**src/rtl/des_perm_pkg.sv**
```systemverilog
// des_perm_pkg
// Shared definitions for the table-driven DES permutation engine:
//   - mode_t      : operation select (E, P, IP, FP)
//   - state_t     : engine control states
//   - width_of_mode() : number of result bits a mode produces
//   - E/P/IP/FP tables from FIPS 46-3
//
// Table entries are stored zero-based (FIPS source bit n is stored as n-1),
// so every entry fits in 6 bits, including source bit 64 of IP/FP.
package des_perm_pkg;

    typedef enum logic [1:0] {
        MODE_E  = 2'd0,
        MODE_P  = 2'd1,
        MODE_IP = 2'd2,
        MODE_FP = 2'd3
    } mode_t;

    typedef enum logic [1:0] {
        ST_IDLE = 2'd0,
        ST_RUN  = 2'd1,
        ST_DONE = 2'd2
    } state_t;

    function automatic logic [6:0] width_of_mode(input mode_t mode);
        case (mode)
            MODE_E:  return 7'd48;
            MODE_P:  return 7'd32;
            default: return 7'd64;
        endcase
    endfunction

    // Expansion E, 32 -> 48
    localparam logic [5:0] E_TABLE [1:48] = '{
        31,  0,  1,  2,  3,  4,  3,  4,
         5,  6,  7,  8,  7,  8,  9, 10,
        11, 12, 11, 12, 13, 14, 15, 16,
        15, 16, 17, 18, 19, 20, 19, 20,
        21, 22, 23, 24, 23, 24, 25, 26,
        27, 28, 27, 28, 29, 30, 31,  0
    };

    // Round permutation P, 32 -> 32
    localparam logic [5:0] P_TABLE [1:32] = '{
        15,  6, 19, 20, 28, 11, 27, 16,
         0, 14, 22, 25,  4, 17, 30,  9,
         1,  7, 23, 13, 31, 26,  2,  8,
        18, 12, 29,  5, 21, 10,  3, 24
    };

    // Initial permutation IP, 64 -> 64
    localparam logic [5:0] IP_TABLE [1:64] = '{
        57, 49, 41, 33, 25, 17,  9,  1,
        59, 51, 43, 35, 27, 19, 11,  3,
        61, 53, 45, 37, 29, 21, 13,  5,
        63, 55, 47, 39, 31, 23, 15,  7,
        56, 48, 40, 32, 24, 16,  8,  0,
        58, 50, 42, 34, 26, 18, 10,  2,
        60, 52, 44, 36, 28, 20, 12,  4,
        62, 54, 46, 38, 30, 22, 14,  6
    };

    // Final permutation IP^-1, 64 -> 64
    localparam logic [5:0] FP_TABLE [1:64] = '{
        39,  7, 47, 15, 55, 23, 63, 31,
        38,  6, 46, 14, 54, 22, 62, 30,
        37,  5, 45, 13, 53, 21, 61, 29,
        36,  4, 44, 12, 52, 20, 60, 28,
        35,  3, 43, 11, 51, 19, 59, 27,
        34,  2, 42, 10, 50, 18, 58, 26,
        33,  1, 41,  9, 49, 17, 57, 25,
        32,  0, 40,  8, 48, 16, 56, 24
    };

endpackage

```
**src/rtl/des_perm_if.sv**
```systemverilog
// des_perm_if
// Handshake bundle between a producer/consumer and des_perm_engine.
//   in_valid/in_ready/in_mode/in_data : request side
//   out_valid/out_ready/out_data      : result side
//   busy                              : engine is working or holding a result
// The engine connects through the slave modport, the driver through master.
interface des_perm_if;

    logic        in_valid;
    logic        in_ready;
    logic [1:0]  in_mode;
    logic [1:64] in_data;
    logic        out_valid;
    logic        out_ready;
    logic [1:64] out_data;
    logic        busy;

    modport master (
        output in_valid, in_mode, in_data, out_ready,
        input  in_ready, out_valid, out_data, busy
    );

    modport slave (
        input  in_valid, in_mode, in_data, out_ready,
        output in_ready, out_valid, out_data, busy
    );

endinterface

```
**src/rtl/des_perm_lut.sv**
```systemverilog
// des_perm_lut
// Combinational table lookup: for a mode and a zero-based output bit index,
// returns the zero-based source bit index of the captured word.
//   mode      : permutation to look up
//   bit_index : output bit position, 0 = DES bit 1
//   src_index : source bit position, 0 = DES bit 1
// Positions past the mode's output width return 0.
module des_perm_lut
    import des_perm_pkg::*;
(
    input  mode_t       mode,
    input  logic [5:0]  bit_index,
    output logic [5:0]  src_index
);

    logic [6:0] pos;

    // Tables are indexed with FIPS 1-based output positions
    assign pos = {1'b0, bit_index} + 7'd1;

    always_comb begin
        src_index = '0;
        case (mode)
            MODE_E:  if (pos <= 7'd48) src_index = E_TABLE[pos[5:0]];
            MODE_P:  if (pos <= 7'd32) src_index = P_TABLE[pos[5:0]];
            MODE_IP: src_index = IP_TABLE[pos];
            MODE_FP: src_index = FP_TABLE[pos];
            default: src_index = '0;
        endcase
    end

endmodule

```
**src/rtl/des_perm_engine.sv**
```systemverilog
// des_perm_engine
// Sequential DES bit-permutation unit performing E, P, IP or FP.
// The result is assembled BITS_PER_CYCLE bits per clock from a frozen copy
// of the accepted word, trading lookup hardware for latency.
//   clk : rising-edge clock
//   rst : synchronous active-high reset
//   bus : des_perm_if slave (valid/ready request, valid/ready result, busy)
// Result is left-aligned in out_data; unused low bits read as zero.
module des_perm_engine
    import des_perm_pkg::*;
#(
    parameter int BITS_PER_CYCLE = 8
) (
    input  logic      clk,
    input  logic      rst,
    des_perm_if.slave bus
);

    localparam int BPC_LOG2 = $clog2(BITS_PER_CYCLE);

    generate
        if (!(BITS_PER_CYCLE == 1 || BITS_PER_CYCLE == 2 || BITS_PER_CYCLE == 4 ||
              BITS_PER_CYCLE == 8 || BITS_PER_CYCLE == 16)) begin : g_bad_bpc
            $error("des_perm_engine: BITS_PER_CYCLE must be 1, 2, 4, 8 or 16");
        end
    endgenerate

    state_t      state;
    state_t      state_next;
    mode_t       mode_reg;
    logic [0:63] src_word;
    logic [0:63] result;
    logic [0:63] result_next;
    logic [5:0]  chunk;
    logic [5:0]  base;
    logic        last_chunk;
    logic [5:0]  lane_bit [BITS_PER_CYCLE];
    logic [5:0]  lane_src [BITS_PER_CYCLE];

    // First output bit of the current chunk
    assign base = chunk << BPC_LOG2;

    // Last chunk is the one whose upper edge reaches the mode's width
    assign last_chunk = (({1'b0, base} + 7'(BITS_PER_CYCLE)) == width_of_mode(mode_reg));

    // One table lookup per output bit produced this cycle
    for (genvar g = 0; g < BITS_PER_CYCLE; g++) begin : g_lane
        assign lane_bit[g] = base + 6'(g);

        des_perm_lut u_lut (
            .mode      (mode_reg),
            .bit_index (lane_bit[g]),
            .src_index (lane_src[g])
        );
    end

    // Merge this cycle's chunk into the partial result
    always_comb begin
        result_next = result;
        for (int i = 0; i < BITS_PER_CYCLE; i++) begin
            result_next[lane_bit[i]] = src_word[lane_src[i]];
        end
    end

    always_ff @(posedge clk) begin
        if (rst) begin
            state <= ST_IDLE;
        end else begin
            state <= state_next;
        end
    end

    always_comb begin
        state_next = state;
        case (state)
            ST_IDLE: if (bus.in_valid)  state_next = ST_RUN;
            ST_RUN:  if (last_chunk)    state_next = ST_DONE;
            ST_DONE: if (bus.out_ready) state_next = ST_IDLE;
            default: state_next = ST_IDLE;
        endcase
    end

    // Capture on acceptance, then fill the result one chunk per cycle.
    // The captured word and mode are never touched again until the next
    // acceptance, so input changes during RUN cannot leak in.
    always_ff @(posedge clk) begin
        if (rst) begin
            src_word <= '0;
            mode_reg <= MODE_E;
            result   <= '0;
            chunk    <= '0;
        end else begin
            case (state)
                ST_IDLE: begin
                    if (bus.in_valid) begin
                        src_word <= bus.in_data;
                        mode_reg <= mode_t'(bus.in_mode);
                        result   <= '0;
                        chunk    <= '0;
                    end
                end
                ST_RUN: begin
                    result <= result_next;
                    chunk  <= chunk + 6'd1;
                end
                default: ;
            endcase
        end
    end

    assign bus.in_ready  = (state == ST_IDLE);
    assign bus.out_valid = (state == ST_DONE);
    assign bus.busy      = (state != ST_IDLE);
    assign bus.out_data  = result;

endmodule
```
**src/flat_wrapper.sv**
```systemverilog
// flat-port wrapper written by rule: the top's interface ports become plain ports
module des_perm_engine_flat import des_perm_pkg::*;
#(
    parameter int BITS_PER_CYCLE = 8
)
  (clk, rst, bus_in_valid, bus_in_mode, bus_in_data, bus_out_ready, bus_in_ready, bus_out_valid, bus_out_data, bus_busy);
  des_perm_if bus_i ();
  input  logic clk;
  input  logic rst;
  input wire logic [$bits(bus_i.in_valid)-1:0] bus_in_valid;
  input wire logic [$bits(bus_i.in_mode)-1:0] bus_in_mode;
  input wire logic [$bits(bus_i.in_data)-1:0] bus_in_data;
  input wire logic [$bits(bus_i.out_ready)-1:0] bus_out_ready;
  output wire logic [$bits(bus_i.in_ready)-1:0] bus_in_ready;
  output wire logic [$bits(bus_i.out_valid)-1:0] bus_out_valid;
  output wire logic [$bits(bus_i.out_data)-1:0] bus_out_data;
  output wire logic [$bits(bus_i.busy)-1:0] bus_busy;
  assign bus_i.in_valid = bus_in_valid;
  assign bus_i.in_mode = bus_in_mode;
  assign bus_i.in_data = bus_in_data;
  assign bus_i.out_ready = bus_out_ready;
  assign bus_in_ready = bus_i.in_ready;
  assign bus_out_valid = bus_i.out_valid;
  assign bus_out_data = bus_i.out_data;
  assign bus_busy = bus_i.busy;
  des_perm_engine #(.BITS_PER_CYCLE(BITS_PER_CYCLE)) u_core (.clk(clk), .rst(rst), .bus(bus_i));
endmodule
```
**config.mk**
```make
export PLATFORM = sky130hd
export DESIGN_NAME = des_perm_engine_flat
export DESIGN_NICKNAME = d
export VERILOG_FILES = /design/src/rtl/des_perm_pkg.sv /design/src/rtl/des_perm_if.sv /design/src/rtl/des_perm_lut.sv /design/src/rtl/des_perm_engine.sv /design/src/flat_wrapper.sv
export SDC_FILE = /design/constraint.sdc
export NUM_CORES = 1
export LEC_CHECK = 0
export CAP_MARGIN = 40
export CORE_AREA = 2 2 200 202
export DETAILED_ROUTE_END_ITERATION = 8
export DIE_AREA = 0 0 202 204
export PLACE_DENSITY_LB_ADDON = 0.25
export SLEW_MARGIN = 40
export SYNTH_ARGS = -nofsm -noshare
export SYNTH_HDL_FRONTEND = slang
export SYNTH_SLANG_ARGS = --single-unit
```
**constraint.sdc**
```tcl
create_clock -name clk -period 11.6 [get_ports clk]
set_clock_uncertainty 0.2 [all_clocks]
set_input_delay 2.32 -clock clk [delete_from_list [all_inputs] [get_ports clk]]
set_output_delay 2.32 -clock clk [all_outputs]
set_load 0.005 [all_outputs]
```
==> qor.txt, run 1 <==
Layout cell share with drive strength beyond 1 = 0.105
H-tree Lvls = 4
# diodes = 0
Crit-path max cell delay = 710 ps
Gate Count Post-Synth = 1125
Worst R2R Start = u_core.chunk[0]$_SDFFE_PP0P_
Final core occ = 0.302
Fill cells = 4198
CP Cell Sequence = buf_4, clkinv_1, ha_1, nor2b_1, o21ai_1, and2_1, mux2i_1, mux2i_1, mux2_2, o2bb2ai_1, a221oi_4, a22o_1
Synth Cell Area = 9630 µm²
Internal Pwr Total = 0.977 mW
Most used cell along the critical path = mux2i_1
Setup bufs post-CTS = 0
Yosys reg bits = 135
Sw Share = 0.322
Crit. End Element = register
Max Slew Vio Count = 0
Vias in the first global route = 8663
Worst min-delay path category = register to register
WHS = 252 ps
Final Critical Period = 5180 ps
Setup tns final = 0 ps
Clock power frac = 0.403
Arrival time at the worst endpoint = 5360 ps
Rel. slew slack = 0.430
WP data required = 11780 ps
Period utilization = 0.447
Largest fanout on the critical path = 34
Clock Latency Late Sink = 440 ps
Initial Util = 0.246
Comb power frac = 0.243
Resized Gates After CTS = 0
Yosys Warn Count = 0
Die ar. = 41200 µm²
Nets = 1265
Total GRT Usage = 0.163
Max-Cap Viols = 0
CTS Hold Bufs = 0
Worst Tran Pin Value = 850 ps
Max Freq = 193 MHz
Worst Path Buf+Inv = 2
Netlist cell types = 89
CP top delay family = compound AO/OA/AOI/OAI gates
Clock transition at the registers of the reported paths = 60 ps
DR WL/cell = 19.4 µm
Clock sinks = 135
Via/cell ratio = 5.02
Levels on crit path = 12
Non-Filler Instances = 1721
Port Buffers = 136
Core Box Area = 39200 µm²
RSZ-0062 raised after global routing = no
Worst reg-to-reg setup slack = 6420 ps
Drt first pass iters = 5
Async S/R FF share, synth = 0
IO Pins = 137
Die Height = 204 µm
Global placement routability congestion = 0.888
Final hold violations = 0
# rows = 73
Finish-stage setup viols = 0
Sw Pwr = 0.465 mW
Die X = 202 µm
Final WL = 33300 µm
PwrDens = 122 nW/µm²
Slowest library cell on the worst path = ha_1
Critical path endpoint = u_core.bus.out_data[18]$_SDFFE_PP0P_
Maximum vdd ir drop = 0.0000996 V
Synthesis-to-finish area growth = 23.1%
Post-route DRC = 0
Ys flop type = dfxtp_1
Seq pwr share = 0.354
R2R cell count = 12
Iteration-0 DRC count of the detailed router = 708
Crit path kind = register to register
Synth Area per Inst = 8.56 µm²
First-pass GRT wire length = 52200 µm
Placed cell count = 1690
Worst setup SP type = register
Routed Antenna Nets = 0
Crit path launch = u_core.chunk[0]$_SDFFE_PP0P_
CTS tree = done
Grt total ovfl = 0
Status = completed
Largest net degree at the start of global routing = 83
CTS Root Cell = clkbuf_16
Cts bufs inserted = 17
Syn Nets = 1206
Bufs on Longest Clock Path = 2
Via count = 8645
Worst r2r dst = u_core.bus.out_data[18]$_SDFFE_PP0P_
Initial antenna violation count = 0
Sequential-to-total area share from yosys stat = 0.281
Leakage power = 4.80 nW
Post-synth EDFFs = 0
DP Wirelength = 24200 µm
-- worst reg2reg max path, cell delays in order (launching register included) --
cell	delay (ps)
dfxtp_1	310
buf_4	360
clkinv_1	490
ha_1	710
nor2b_1	320
o21ai_1	330
and2_1	700
mux2i_1	300
mux2i_1	110
mux2_2	300
o2bb2ai_1	170
a221oi_4	610
a22o_1	220
-- final cells by class --
type	instances	area [µm²]	share of cell area
multi-input combinational	859	6310	0.532
sequential	135	2710	0.228
timing repair buffer	154	1500	0.126
tap	525	657	0.0554
clock buffer	19	453	0.0382
clock inverter	12	168	0.0141
inverter	17	63.8	0.00538
-- routing by layer --
| metal | share of wire | global-route usage | routed length (µm) |
|---|---|---|---|
| met5 | 0 | 0 | 0 |
| met4 | 0.022 | 0.0549 | 728 |
| met3 | 0.042 | 0.0287 | 1400 |
| met2 | 0.46 | 0.265 | 15400 |
| met1 | 0.47 | 0.218 | 15800 |
-- Yosys cell counts (all sizes together), types with 9 or more instances --
library cell,instances,share of area
nand2,199,0.078
nor2,39,0.015
mux4,16,0.039
a22o,32,0.029
and2,9,0.0058
nand3,13,0.0086
mux2,20,0.023
nor2b,15,0.0097
inv,15,0.0058
clkbuf,56,0.023
a211oi,23,0.021
dfxtp,135,0.28
o21ai,63,0.033
ha,11,0.014
buf,58,0.039
nand2b,13,0.0087
a21oi,99,0.054
mux2i,198,0.21
-- power by group through the flow --
stage / logic (mW) / registers [mW] / clock network (mW)
global route: 0.380 / 0.514 / 0.613
CTS: 0.352 / 0.510 / 0.594
global placement: 0.347 / 0.520 / 0
floorplan: 0.261 / 0.498 / 0
finish: 0.350 / 0.511 / 0.581
detailed placement: 0.351 / 0.521 / 0
-- cells by family (layout without fill, tap and decap cells) --
logic type / Yosys count / in the layout / share of synthesized area
and+or+nand+nor: 322 / 322 / 0.152
AOI/OAI and AO/OA: 290 / 290 / 0.214
muxes: 234 / 234 / 0.269
DFF: 135 / 135 / 0.281
buffers and inverters: 131 / 202 / 0.0686
adders and majority gates: 11 / 11 / 0.0143
xor gates and xnor gates: 2 / 2 / 0.00182
-- cell usage in the layout, fill, tap and decap left out, types with 15 or more instances in the layout --
cell             instances
a211oi_1                18
a21oi_1                 97
a22o_1                  32
buf_4                   17
clkbuf_16               17
clkdlybuf4s50_1        135
dfxtp_1                133
inv_1                   15
mux2_2                  18
mux2i_1                197
nand2_1                195
nor2_1                  39
nor2b_1                 15
o21ai_0                 24
o21ai_1                 38
-- through the flow --
stage                     area, µm²  setup WS (ps)  total power, mW
after global placement        11200           6580            0.867
after floorplan                9630           7930            0.759
after CTS                     11800           6470             1.46
after global routing          11900           6160             1.51
after detailed placement      11200           6510            0.872
final                         11900           6420             1.44
-- how the worst min path moves through the flow --
stage	start	slack (ps)	cells after the start	end
after global routing	u_core.src_word[40]$_SDFFE_PP0P_	280	2	u_core.src_word[40]$_SDFFE_PP0P_
after CTS	u_core.bus.out_data[54]$_SDFFE_PP0P_	250	2	u_core.bus.out_data[54]$_SDFFE_PP0P_
after global placement	u_core.bus.out_data[32]$_SDFFE_PP0P_	240	2	u_core.bus.out_data[32]$_SDFFE_PP0P_
after floorplan	u_core.src_word[40]$_SDFFE_PP0P_	230	2	u_core.src_word[40]$_SDFFE_PP0P_
after detailed placement	u_core.bus.out_data[54]$_SDFFE_PP0P_	250	2	u_core.bus.out_data[54]$_SDFFE_PP0P_
final	u_core.bus.out_data[38]$_SDFFE_PP0P_	250	2	u_core.bus.out_data[38]$_SDFFE_PP0P_
(Power assumes the default switching activity.)
==> inputs of run 2 (changes only) <==
Clock period 11.6 ns to 5.4 ns, I/O delays scaled along.
==> qor.txt, run 2 (synthesis gave the netlist of run 1 again) <==
Setup tns final = 0 ps (unchanged)
Worst min-delay path category = register to register
Core Box Area = 39200 µm² (unchanged)
DP Wirelength = 25300 µm (+4.7%)
Slowest library cell on the worst path = ha_1
# diodes = 0 (unchanged)
WP data required = 5530 ps (-6250 ps)
Layout cell share with drive strength beyond 1 = 0.118 (+0.0125)
Placed cell count = 1698 (+0.47%)
Crit path kind = register to register
Final hold violations = 0 (unchanged)
GR peak layer = met2
Routed Antenna Nets = 0 (unchanged)
Synthesis-to-finish area growth = 24.0%
Arrival time at the worst endpoint = 4570 ps (-790 ps)
Final WL = 35200 µm (+5.5%)
Die ar. = 41200 µm² (unchanged)
Port Buffers = 136 (unchanged)
Leakage power = 4.85 nW (+0.99%)
Global placement routability congestion = 0.867 (-2.4%)
Bufs on Longest Clock Path = 2 (unchanged)
Most common cell after layout, fill and taps aside = mux2i_1
Clock sinks = 135 (unchanged)
Via count = 8784 (+1.6%)
# rows = 73 (unchanged)
DR WL/cell = 20.3 µm (+5.0%)
Post-route DRC = 0 (unchanged)
RSZ-0062 raised after global routing = no
Largest net degree at the start of global routing = 82 (-1.2%)
Clock transition at the registers of the reported paths = 70 ps (about the same)
Largest fanout on the critical path = 25 (-26%)
Final instance area = 11900 µm² (+0.73%)
M1 GR Usage = 0.222 (+0.00365)
Sw Share = 0.324 (+0.00166)
Cts bufs inserted = 17 (unchanged)
Crit. End Element = register
CP Cell Sequence = buf_4, ha_1, inv_1, ha_1, and3b_1, o22ai_1, a21oi_4, mux4_2, a221oi_1, o21ai_1, nand4_2, o21ai_1
Commonest cells after routing, fill and taps aside = mux2i_1 (197), nand2_1 (195), clkdlybuf4s50_1 (135)
CTS Root Cell = clkbuf_16
Initial Util = 0.246 (unchanged)
Status = completed
Clock power frac = 0.402 (about the same)
Sw Pwr = 1.01 mW (+120%)
Placed Area = 11300 µm² (+0.49%)
Max Slew Vio Count = 0 (unchanged)
Drt first pass iters = 5 (unchanged)
Setup bufs post-CTS = 0 (unchanged)
Non-Filler Instances = 1730 (+0.52%)
IO Pins = 137 (unchanged)
Vias in the first global route = 8823 (+1.8%)
Clock Latency Late Sink = 450 ps (about the same)
Rel. slew slack = 0.427 (-0.00264)
Finish-stage setup viols = 0 (unchanged)
CTS tree = done
Comb power frac = 0.238 (-0.005)
Die X = 202 µm (unchanged)
First-pass GRT wire length = 53900 µm (+3.3%)
H-tree Lvls = 4 (unchanged)
Seq pwr share = 0.359 (+0.005)
Met3 usage = 0.0332 (+0.00446)
PwrDens = 262 nW/µm² (+110%)
Worst setup SP type = register
Final Critical Period = 4440 ps (-741 ps)
Period utilization = 0.822 (+0.376)
Resized Gates After CTS = 0 (unchanged)
Crit-path max cell delay = 670 ps (-40 ps)
Final core occ = 0.305 (+0.00220)
Maximum vdd ir drop = 0.000206 V (+110%)
CTS Hold Bufs = 0 (unchanged)
Die Height = 204 µm (unchanged)
Initial antenna violation count = 0 (unchanged)
Grt total ovfl = 0 (unchanged)
Nets = 1273 (+0.63%)
Internal Pwr Total = 2.11 mW (+120%)
Iteration-0 DRC count of the detailed router = 591 (-17%)
Met2 GRT Util = 0.280 (+0.0147)
Max-Cap Viols = 0 (unchanged)
Total GRT Usage = 0.172 (+0.00882)
Worst reg-to-reg setup slack = 960 ps (-5460 ps)
Via/cell ratio = 5.08 (+1.1%)
Worst Tran Pin Value = 853 ps (+3.94 ps)
Max Freq = 225 MHz (+17%)
run 2: changes by cell type in the layout (fill, tap and decap cells not counted), moves of 2 or more:
cell	delta
a31oi_1	-4
buf_4	+7
inv_6	+2
a31oi_2	+4
run 2: layout make-up:
class                           instances  area [µm²]
Clock buffer                           19         453
Timing Repair Buffer                  162        1550
Tap cell                              525         657
Multi-Input combinational cell        859        6330
Inverter                               17        63.8
Sequential cell                       135        2710
Fill cell                            4200       27200
Clock inverter                         13         180
run 2: path summary, 6_finish.rpt:
path	cells after the start	endpoint	startpoint
setup / recovery	12	u_core.bus.out_data[40]$_SDFFE_PP0P_	u_core.chunk[1]$_SDFFE_PP0P_
hold / removal	2	u_core.bus.out_data[30]$_SDFFE_PP0P_	u_core.bus.out_data[30]$_SDFFE_PP0P_
hold reg to reg	2	u_core.bus.out_data[30]$_SDFFE_PP0P_	u_core.bus.out_data[30]$_SDFFE_PP0P_
setup reg to reg	12	u_core.bus.out_data[40]$_SDFFE_PP0P_	u_core.chunk[1]$_SDFFE_PP0P_
run 2: worst max-delay path, delay by kind of cell (launching register included):
kind / cells / cell delay (ps)
fa+ha+maj: 2 / 1080
mux: 1 / 590
buf+inv: 2 / 440
compound gates: 5 / 1190
flops: 1 / 330
simple gates: 2 / 470
run 2: metrics by stage:
stage	hold slack, ps	power, mW	setup WS [ps]
detailed placement	242	1.88	1020
global route	267	3.27	616
finish	248	3.12	959
CTS	250	3.15	990
global placement	240	1.88	1080
floorplan	233	1.63	1730
run 2: power groups by stage:
stage	logic, mW	clock network [mW]	registers (mW)
2_1_floorplan	0.561	0	1.07
3_3_place_gp	0.736	0	1.14
3_5_place_dp	0.739	0	1.14
4_1_cts	0.742	1.29	1.12
5_1_grt	0.807	1.33	1.13
6_report	0.744	1.26	1.12
run 2: metal layers:
layer,part of all wire,vias to the layer above
li1,-,4197
met1,0.46,4214
met2,0.46,307
met3,0.052,66
met4,0.034,0
met5,0,-
